===== src/rtl/alu_seq_if.sv =====
// Request/response channel between a client and the alu_seq front-end.
// rsp_err exists only when ALU_SEQ_ERR_EN is defined.
interface alu_seq_if #(
  parameter int WIDTH = 16,
  parameter int CNT_W = 4
);
  logic             req_valid;
  logic             req_ready;
  logic [WIDTH-1:0] req_a;
  logic [WIDTH-1:0] req_b;
  logic [3:0]       req_op;
  logic [CNT_W-1:0] req_count;
  logic             rsp_valid;
  logic             rsp_ready;
  logic [WIDTH-1:0] rsp_result;
  logic [3:0]       rsp_flags;
`ifdef ALU_SEQ_ERR_EN
  logic             rsp_err;

  modport slave (
    input  req_valid, req_a, req_b, req_op, req_count, rsp_ready,
    output req_ready, rsp_valid, rsp_result, rsp_flags, rsp_err
  );
  modport master (
    output req_valid, req_a, req_b, req_op, req_count, rsp_ready,
    input  req_ready, rsp_valid, rsp_result, rsp_flags, rsp_err
  );
`else
  modport slave (
    input  req_valid, req_a, req_b, req_op, req_count, rsp_ready,
    output req_ready, rsp_valid, rsp_result, rsp_flags
  );
  modport master (
    output req_valid, req_a, req_b, req_op, req_count, rsp_ready,
    input  req_ready, rsp_valid, rsp_result, rsp_flags
  );
`endif
endinterface


===== src/rtl/alu_seq.sv =====
// Sequencer in front of a combinational 16-bit ALU; iterates SHL for multi-bit shifts.
// Optional macro ALU_SEQ_ERR_EN adds rsp_err and suppresses ALU use for opcodes > 7.
module alu_seq #(
  parameter int WIDTH = 16,
  parameter int CNT_W = 4
) (
  input  logic             clk,
  input  logic             rst_n,
  alu_seq_if.slave         bus,
  output logic [WIDTH-1:0] alu_a,
  output logic [WIDTH-1:0] alu_b,
  output logic [3:0]       alu_op,
  input  logic [WIDTH-1:0] alu_out,
  input  logic [3:0]       alu_flags
);
  localparam logic [3:0] OP_PASS = 4'd0;
  localparam logic [3:0] OP_SHL  = 4'd7;

  typedef enum logic [1:0] {IDLE, EXEC, RESP} state_t;

  state_t           state_q;
  logic             req_ready_q;
  logic             rsp_valid_q;
  logic [WIDTH-1:0] rsp_result_q;
  logic [3:0]       rsp_flags_q;
  logic [WIDTH-1:0] alu_a_q;
  logic [WIDTH-1:0] alu_b_q;
  logic [3:0]       alu_op_q;
  logic [CNT_W-1:0] cnt_q;
  logic             sticky_q;
  logic             no_carry_q;
  logic             carry_d;
  logic             unused_ovf;

  assign unused_ovf = alu_flags[3];

  // A zero-count SHL runs as a PASS of A, which must not report a carry.
  assign carry_d = no_carry_q ? 1'b0 : (sticky_q | alu_flags[1]);

`ifdef ALU_SEQ_ERR_EN
  logic err_q;
  logic rsp_err_q;
  assign bus.rsp_err = rsp_err_q;
`endif

  always_ff @(posedge clk or negedge rst_n) begin
    if (!rst_n) begin
      state_q      <= IDLE;
      req_ready_q  <= 1'b1;
      rsp_valid_q  <= 1'b0;
      rsp_result_q <= '0;
      rsp_flags_q  <= '0;
      alu_a_q      <= '0;
      alu_b_q      <= '0;
      alu_op_q     <= OP_PASS;
      cnt_q        <= '0;
      sticky_q     <= 1'b0;
      no_carry_q   <= 1'b0;
`ifdef ALU_SEQ_ERR_EN
      err_q        <= 1'b0;
      rsp_err_q    <= 1'b0;
`endif
    end else begin
      case (state_q)
        IDLE: begin
          if (bus.req_valid && req_ready_q) begin
            alu_a_q     <= bus.req_a;
            alu_b_q     <= bus.req_b;
            alu_op_q    <= bus.req_op;
            cnt_q       <= (bus.req_op == OP_SHL) ? bus.req_count : CNT_W'(1);
            sticky_q    <= 1'b0;
            no_carry_q  <= 1'b0;
            req_ready_q <= 1'b0;
            state_q     <= EXEC;
            if (bus.req_op == OP_SHL && bus.req_count == '0) begin
              alu_op_q   <= OP_PASS;
              alu_b_q    <= bus.req_a;
              cnt_q      <= CNT_W'(1);
              no_carry_q <= 1'b1;
            end
`ifdef ALU_SEQ_ERR_EN
            err_q <= bus.req_op[3];
            if (bus.req_op[3]) begin
              alu_op_q <= OP_PASS;
              alu_b_q  <= '0;
            end
`endif
          end
        end
        EXEC: begin
          sticky_q <= sticky_q | alu_flags[1];
          cnt_q    <= cnt_q - CNT_W'(1);
          if (cnt_q > CNT_W'(1)) begin
            alu_a_q <= alu_out;
          end else begin
            rsp_result_q <= alu_out;
            rsp_flags_q  <= {1'b0, alu_flags[2], carry_d, alu_flags[0]};
            rsp_valid_q  <= 1'b1;
            state_q      <= RESP;
`ifdef ALU_SEQ_ERR_EN
            rsp_err_q    <= err_q;
`endif
          end
        end
        RESP: begin
          if (bus.rsp_ready) begin
            rsp_valid_q <= 1'b0;
            req_ready_q <= 1'b1;
            state_q     <= IDLE;
`ifdef ALU_SEQ_ERR_EN
            rsp_err_q   <= 1'b0;
`endif
          end
        end
        default: state_q <= IDLE;
      endcase
    end
  end

  assign bus.req_ready  = req_ready_q;
  assign bus.rsp_valid  = rsp_valid_q;
  assign bus.rsp_result = rsp_result_q;
  assign bus.rsp_flags  = rsp_flags_q;
  assign alu_a          = alu_a_q;
  assign alu_b          = alu_b_q;
  assign alu_op         = alu_op_q;
endmodule


===== src/flat_wrapper.sv =====
// flat-port wrapper written by rule: the top's interface ports become plain ports
module alu_seq_flat 
#(
  parameter int WIDTH = 16,
  parameter int CNT_W = 4
)
  (clk, rst_n, alu_a, alu_b, alu_op, alu_out, alu_flags, bus_req_valid, bus_req_a, bus_req_b, bus_req_op, bus_req_count, bus_rsp_ready, bus_req_ready, bus_rsp_valid, bus_rsp_result, bus_rsp_flags);
  alu_seq_if #(.WIDTH(WIDTH), .CNT_W(CNT_W)) bus_i ();
  input  logic clk;
  input  logic rst_n;
  output logic [WIDTH-1:0] alu_a;
  output logic [WIDTH-1:0] alu_b;
  output logic [3:0] alu_op;
  input  logic [WIDTH-1:0] alu_out;
  input  logic [3:0] alu_flags;
  input wire logic [$bits(bus_i.req_valid)-1:0] bus_req_valid;
  input wire logic [$bits(bus_i.req_a)-1:0] bus_req_a;
  input wire logic [$bits(bus_i.req_b)-1:0] bus_req_b;
  input wire logic [$bits(bus_i.req_op)-1:0] bus_req_op;
  input wire logic [$bits(bus_i.req_count)-1:0] bus_req_count;
  input wire logic [$bits(bus_i.rsp_ready)-1:0] bus_rsp_ready;
  output wire logic [$bits(bus_i.req_ready)-1:0] bus_req_ready;
  output wire logic [$bits(bus_i.rsp_valid)-1:0] bus_rsp_valid;
  output wire logic [$bits(bus_i.rsp_result)-1:0] bus_rsp_result;
  output wire logic [$bits(bus_i.rsp_flags)-1:0] bus_rsp_flags;
  assign bus_i.req_valid = bus_req_valid;
  assign bus_i.req_a = bus_req_a;
  assign bus_i.req_b = bus_req_b;
  assign bus_i.req_op = bus_req_op;
  assign bus_i.req_count = bus_req_count;
  assign bus_i.rsp_ready = bus_rsp_ready;
  assign bus_req_ready = bus_i.req_ready;
  assign bus_rsp_valid = bus_i.rsp_valid;
  assign bus_rsp_result = bus_i.rsp_result;
  assign bus_rsp_flags = bus_i.rsp_flags;
  alu_seq #(.WIDTH(WIDTH), .CNT_W(CNT_W)) u_core (.clk(clk), .rst_n(rst_n), .bus(bus_i), .alu_a(alu_a), .alu_b(alu_b), .alu_op(alu_op), .alu_out(alu_out), .alu_flags(alu_flags));
endmodule

===== config.mk =====
export PLATFORM = sky130hd
export DESIGN_NAME = alu_seq_flat
export DESIGN_NICKNAME = d
export VERILOG_FILES = /design/src/rtl/alu_seq_if.sv /design/src/rtl/alu_seq.sv /design/src/flat_wrapper.sv
export SDC_FILE = /design/constraint.sdc
export NUM_CORES = 1
export LEC_CHECK = 0
export ABC_AREA = 0
export CELL_PAD_IN_SITES_DETAIL_PLACEMENT = 1
export CELL_PAD_IN_SITES_GLOBAL_PLACEMENT = 2
export CORE_MARGIN = 1.5
export CORE_UTILIZATION = 24
export CTS_BUF_LIST = sky130_fd_sc_hd__clkbuf_4
export DETAILED_ROUTE_END_ITERATION = 16
export GPL_ROUTABILITY_DRIVEN = 0
export HOLD_SLACK_MARGIN = 0.12
export MAX_ROUTING_LAYER = met4
export PLACE_DENSITY_LB_ADDON = 0.1
export REMOVE_ABC_BUFFERS = 1
export SETUP_SLACK_MARGIN = 0.1
export SYNTH_ARGS = -nofsm -noshare
export SYNTH_HDL_FRONTEND = slang
export SYNTH_SLANG_ARGS = --single-unit

===== constraint.sdc =====
create_clock -name clk -period 1.8 [get_ports clk]
set_clock_uncertainty 0.05 [all_clocks]
set_input_delay 0.45 -clock clk [delete_from_list [all_inputs] [get_ports clk]]
set_output_delay 0.45 -clock clk [all_outputs]
set_load 0.02 [all_outputs]

==> results.py <==
metrics = {
    "yosys": {
        "synth_top_area_share_pct": 53.02,
        "ys_seq_elements": 65,
        "post-synth-top-area-cell": "dfrtp_1",
        "synthCells": 279,
        "synth_area_sq_um": 3020,
        "avgSynthCellArea_sq_um": 10.83,
        "yosysWarnings": 0,
        "synth_area_leaders": "dfrtp_1 53%, nand2_1 10%, mux2_4 8.5%",
        "synth.distinct_cells": 32,
        "seq_area_frac_synth_pct": 53.89,
    },
    "critical_path": {
        "start_kind": "register",
        "regToRegSetupSlack_ps": -50,
        "slowest_stage": "or4_4",
        "worstPathMaxFanout": 6,
        "rr_worst_depth": 6,
        "crit_buf_inv": 2,
        "endpoint_kind": "register",
        "critical_path_depth": 6,
        "cp_cell_sequence": "inv_2 > ha_4 > nor2_4 > or4_4 > clkbuf_16 > mux2_4",
        "path_class": "register to register",
        "crit_arrival_ps": 2110,
        "required_ps": 2060,
        "reg2reg_to": "u_core.bus.rsp_result[2]",
        "r2r-start": "u_core.cnt_q[0]",
        "path_delay_family": "simple AND/OR/NAND/NOR gates",
        "critPathMaxStageDelay_ps": 480,
    },
    "routing": {
        "vias": 2567,
        "viasPerCell": 4.264,
        "final_antenna_net_count": 0,
        "wl_per_cell_um": 16.19,
        "wl_um": 9747,
        "drt_iter0_drc": 75,
        "drc": 0,
        "first_pass_iters": 4,
    },
    "job": {
        "drv_cap": 0,
    },
    "outcome": {
        "violations": "negative setup slack",
        "outcome": "complete, but fails checks",
    },
    "min_path": {
        "holdCritPathClass": "register to register",
        "min_from": "u_core.alu_op[0]",
        "hold_end": "u_core.alu_op[0]",
        "holdPathStages": 2,
    },
    "clock_tree": {
        "clk_latency_ps": 420,
        "root_buffer": "clkbuf_4",
        "cts_max_level": 3,
        "cts_buffers": 9,
        "cts_tree": "built",
        "clkTransAtPathRegs_ps": 110,
        "clockBufferDepth": 2,
        "clock-sinks": 65,
    },
    "power_and_ir_drop": {
        "p_leak_uw": 0.002495,
        "ir_worst_vdd_uv": 210.0,
        "power_density_nw_per_um2": 563.8,
    },
    "global_route": {
        "track_usage_pct": 15.93,
        "grt_pass1_wl_um": 15200,
        "antenna_found_initial": 0,
        "grt_start_max_net_pins": 40,
        "overflow": 0,
        "first_global_vias": 2799,
    },
    "cells_and_area": {
        "fin_nets": 496,
        "areaGrowthSynthToFinish_pct": 64.50,
        "instances_no_fill": 602,
        "layout-drive-gt1-share_pct": 25.35,
        "diodes": 0,
    },
    "place": {
        "portBuffers": 119,
        "dp_hpwl_um": 6459,
        "dp.cells": 571,
    },
    "floorplan": {
        "die_h_um": 115.2,
        "num_io_pins": 122,
        "row_count": 40,
        "die_w_um": 115.2,
        "dieArea_sq_um": 13270,
        "coreArea_sq_um": 12160,
        "initial_core_util_pct": 24.84,
    },
    "sta": {
        "finalCriticalPeriod_ps": 1852,
        "drv_slew": 0,
        "hold_viol": 0,
        "finalSetupViolations": 27,
        "fin_crit_sh_pct": 102.9,
        "rsz0062_at_grt": "yes",
        "fmax_mhz": 540.1,
        "setup_ws_ps": -51.58,
        "fin_setup_tns_ps": -877.6,
    },
}
-- cells in the mapped netlist --
library cell  number
and4b_1            1
or3_1              1
a31oi_1            2
nor3_1             3
conb_1             1
o21ai_2            1
nor4bb_1           1
buf_6              3
inv_1              4
clkbuf_1           9
o221ai_1           1
dfstp_2            1
mux2i_1           16
o21ai_0           22
or4_4              1
nand2b_4           1
nand2b_1           1
nand3b_1           1
nor2_1             5
dfrtp_1           64
buf_2              3
a21oi_1            7
o31ai_1            1
o22ai_1            1
nand2_1           81
o32ai_1            1
nand3_1            5
ha_1               2
buf_4              2
nor2b_1            3
mux2_2            17
mux2_4            17
-- layer usage --
layer  routed length (um)  global-route usage, %
met3                  545                  3.637
met1                 4489                  19.99
met4                  223                  7.078
met2                 4489                  24.56
met5                    0                      -
-- layout by cell type, fill, tap and decap left out, types with 3 or more instances in the layout --
| master | instances |
|---|---|
| nand2_1 | 79 |
| dfrtp_1 | 63 |
| clkdlybuf4s50_1 | 61 |
| mux2_4 | 33 |
| clkdlybuf4s15_1 | 33 |
| buf_4 | 27 |
| o21ai_0 | 22 |
| dlygate4sd2_1 | 17 |
| mux2i_1 | 16 |
| clkbuf_4 | 11 |
| a21oi_1 | 7 |
| buf_12 | 6 |
| nand3_1 | 5 |
| clkbuf_2 | 5 |
| nor2_1 | 4 |
| buf_6 | 3 |
-- metrics by stage --
stage / worst slack, ps / hold WS, ps / power [uW] / utilization (%) / cell area (sq um)
after floorplan: -474.0 / 104.4 / 1608 / - / 2923
after CTS: -80.17 / 413.3 / 2877 / 40.04 / 4870
after detailed placement: -381.2 / 363.2 / 1857 / 37.43 / 4552
after global placement: -348.1 / 356.8 / 1854 / 37.43 / 4552
after global routing: -101.4 / 443.1 / 2946 / 40.85 / 4969
final: -51.58 / 418.6 / 2801 / 40.85 / 4969
-- repair_timing --
action                                  4_1_cts  5_1_grt
endpoints found under the setup margin       92       74
endpoints found under the hold margin        25        0
setup buffers                                10        3
gates resized for setup                      99       47
gates cloned                                  2        1
pin swaps                                     2        6
hold buffers                                  1        0
-- worst min-delay path, cell delays in order (launching register included) --
cell and delay [ps]:
dfrtp_1 350, nand2_1 50, nand2_1 50
-- power breakdown --
part	internal, uW	switching, uW
Sequential	1480	11.9
Clock	439	545
Combinational	196	128
-- state kept, by name (all words and copies together) (netlist names) --
register / flops
u_core.no_carry_q: 1
u_core.bus.rsp_flags: 3
u_core.sticky_q: 1
u_core.state_q: 2
u_core.bus.rsp_result: 16
u_core.alu_op: 4
u_core.alu_a: 16
u_core.alu_b: 16
u_core.bus.rsp_valid: 1
u_core.bus.req_ready: 1
u_core.cnt_q: 4
-- cells by family (layout without fill, tap and decap cells) --
group / Yosys count / in the layout / synth area share (%)
mux: 50 / 50 / 20.09
simple gates: 104 / 104 / 14.79
flops: 65 / 65 / 53.89
fa+ha+maj: 2 / 2 / 0.8284
buf+inv: 21 / 176 / 3.728
other cells: 1 / 1 / 0.1242
compound gates: 36 / 36 / 6.545
-- area by class of cell --
cell class / instances / area [sq um]
Multi-Input combinational cell: 193 / 1436
Clock buffer: 11 / 82.58
Fill cell: 1341 / 7193
Clock inverter: 4 / 45.04
Inverter: 4 / 15.01
Sequential cell: 65 / 1629
Timing Repair Buffer: 157 / 1550
Tap cell: 168 / 210.2
-- worst max path at each step --
stage                          endpoint  slack (ps)            startpoint
5_1_grt                u_core.alu_a[15]        -100       u_core.cnt_q[1]
3_5_place_dp            u_core.alu_a[0]        -380         bus_req_valid
6_report       u_core.bus.rsp_result[2]         -50       u_core.cnt_q[0]
2_1_floorplan           u_core.alu_a[0]        -470  u_core.bus.req_ready
3_3_place_gp           u_core.alu_a[14]        -350         bus_req_valid
4_1_cts                   bus_req_ready         -80  u_core.bus.req_ready
(Power assumes the default switching activity.)
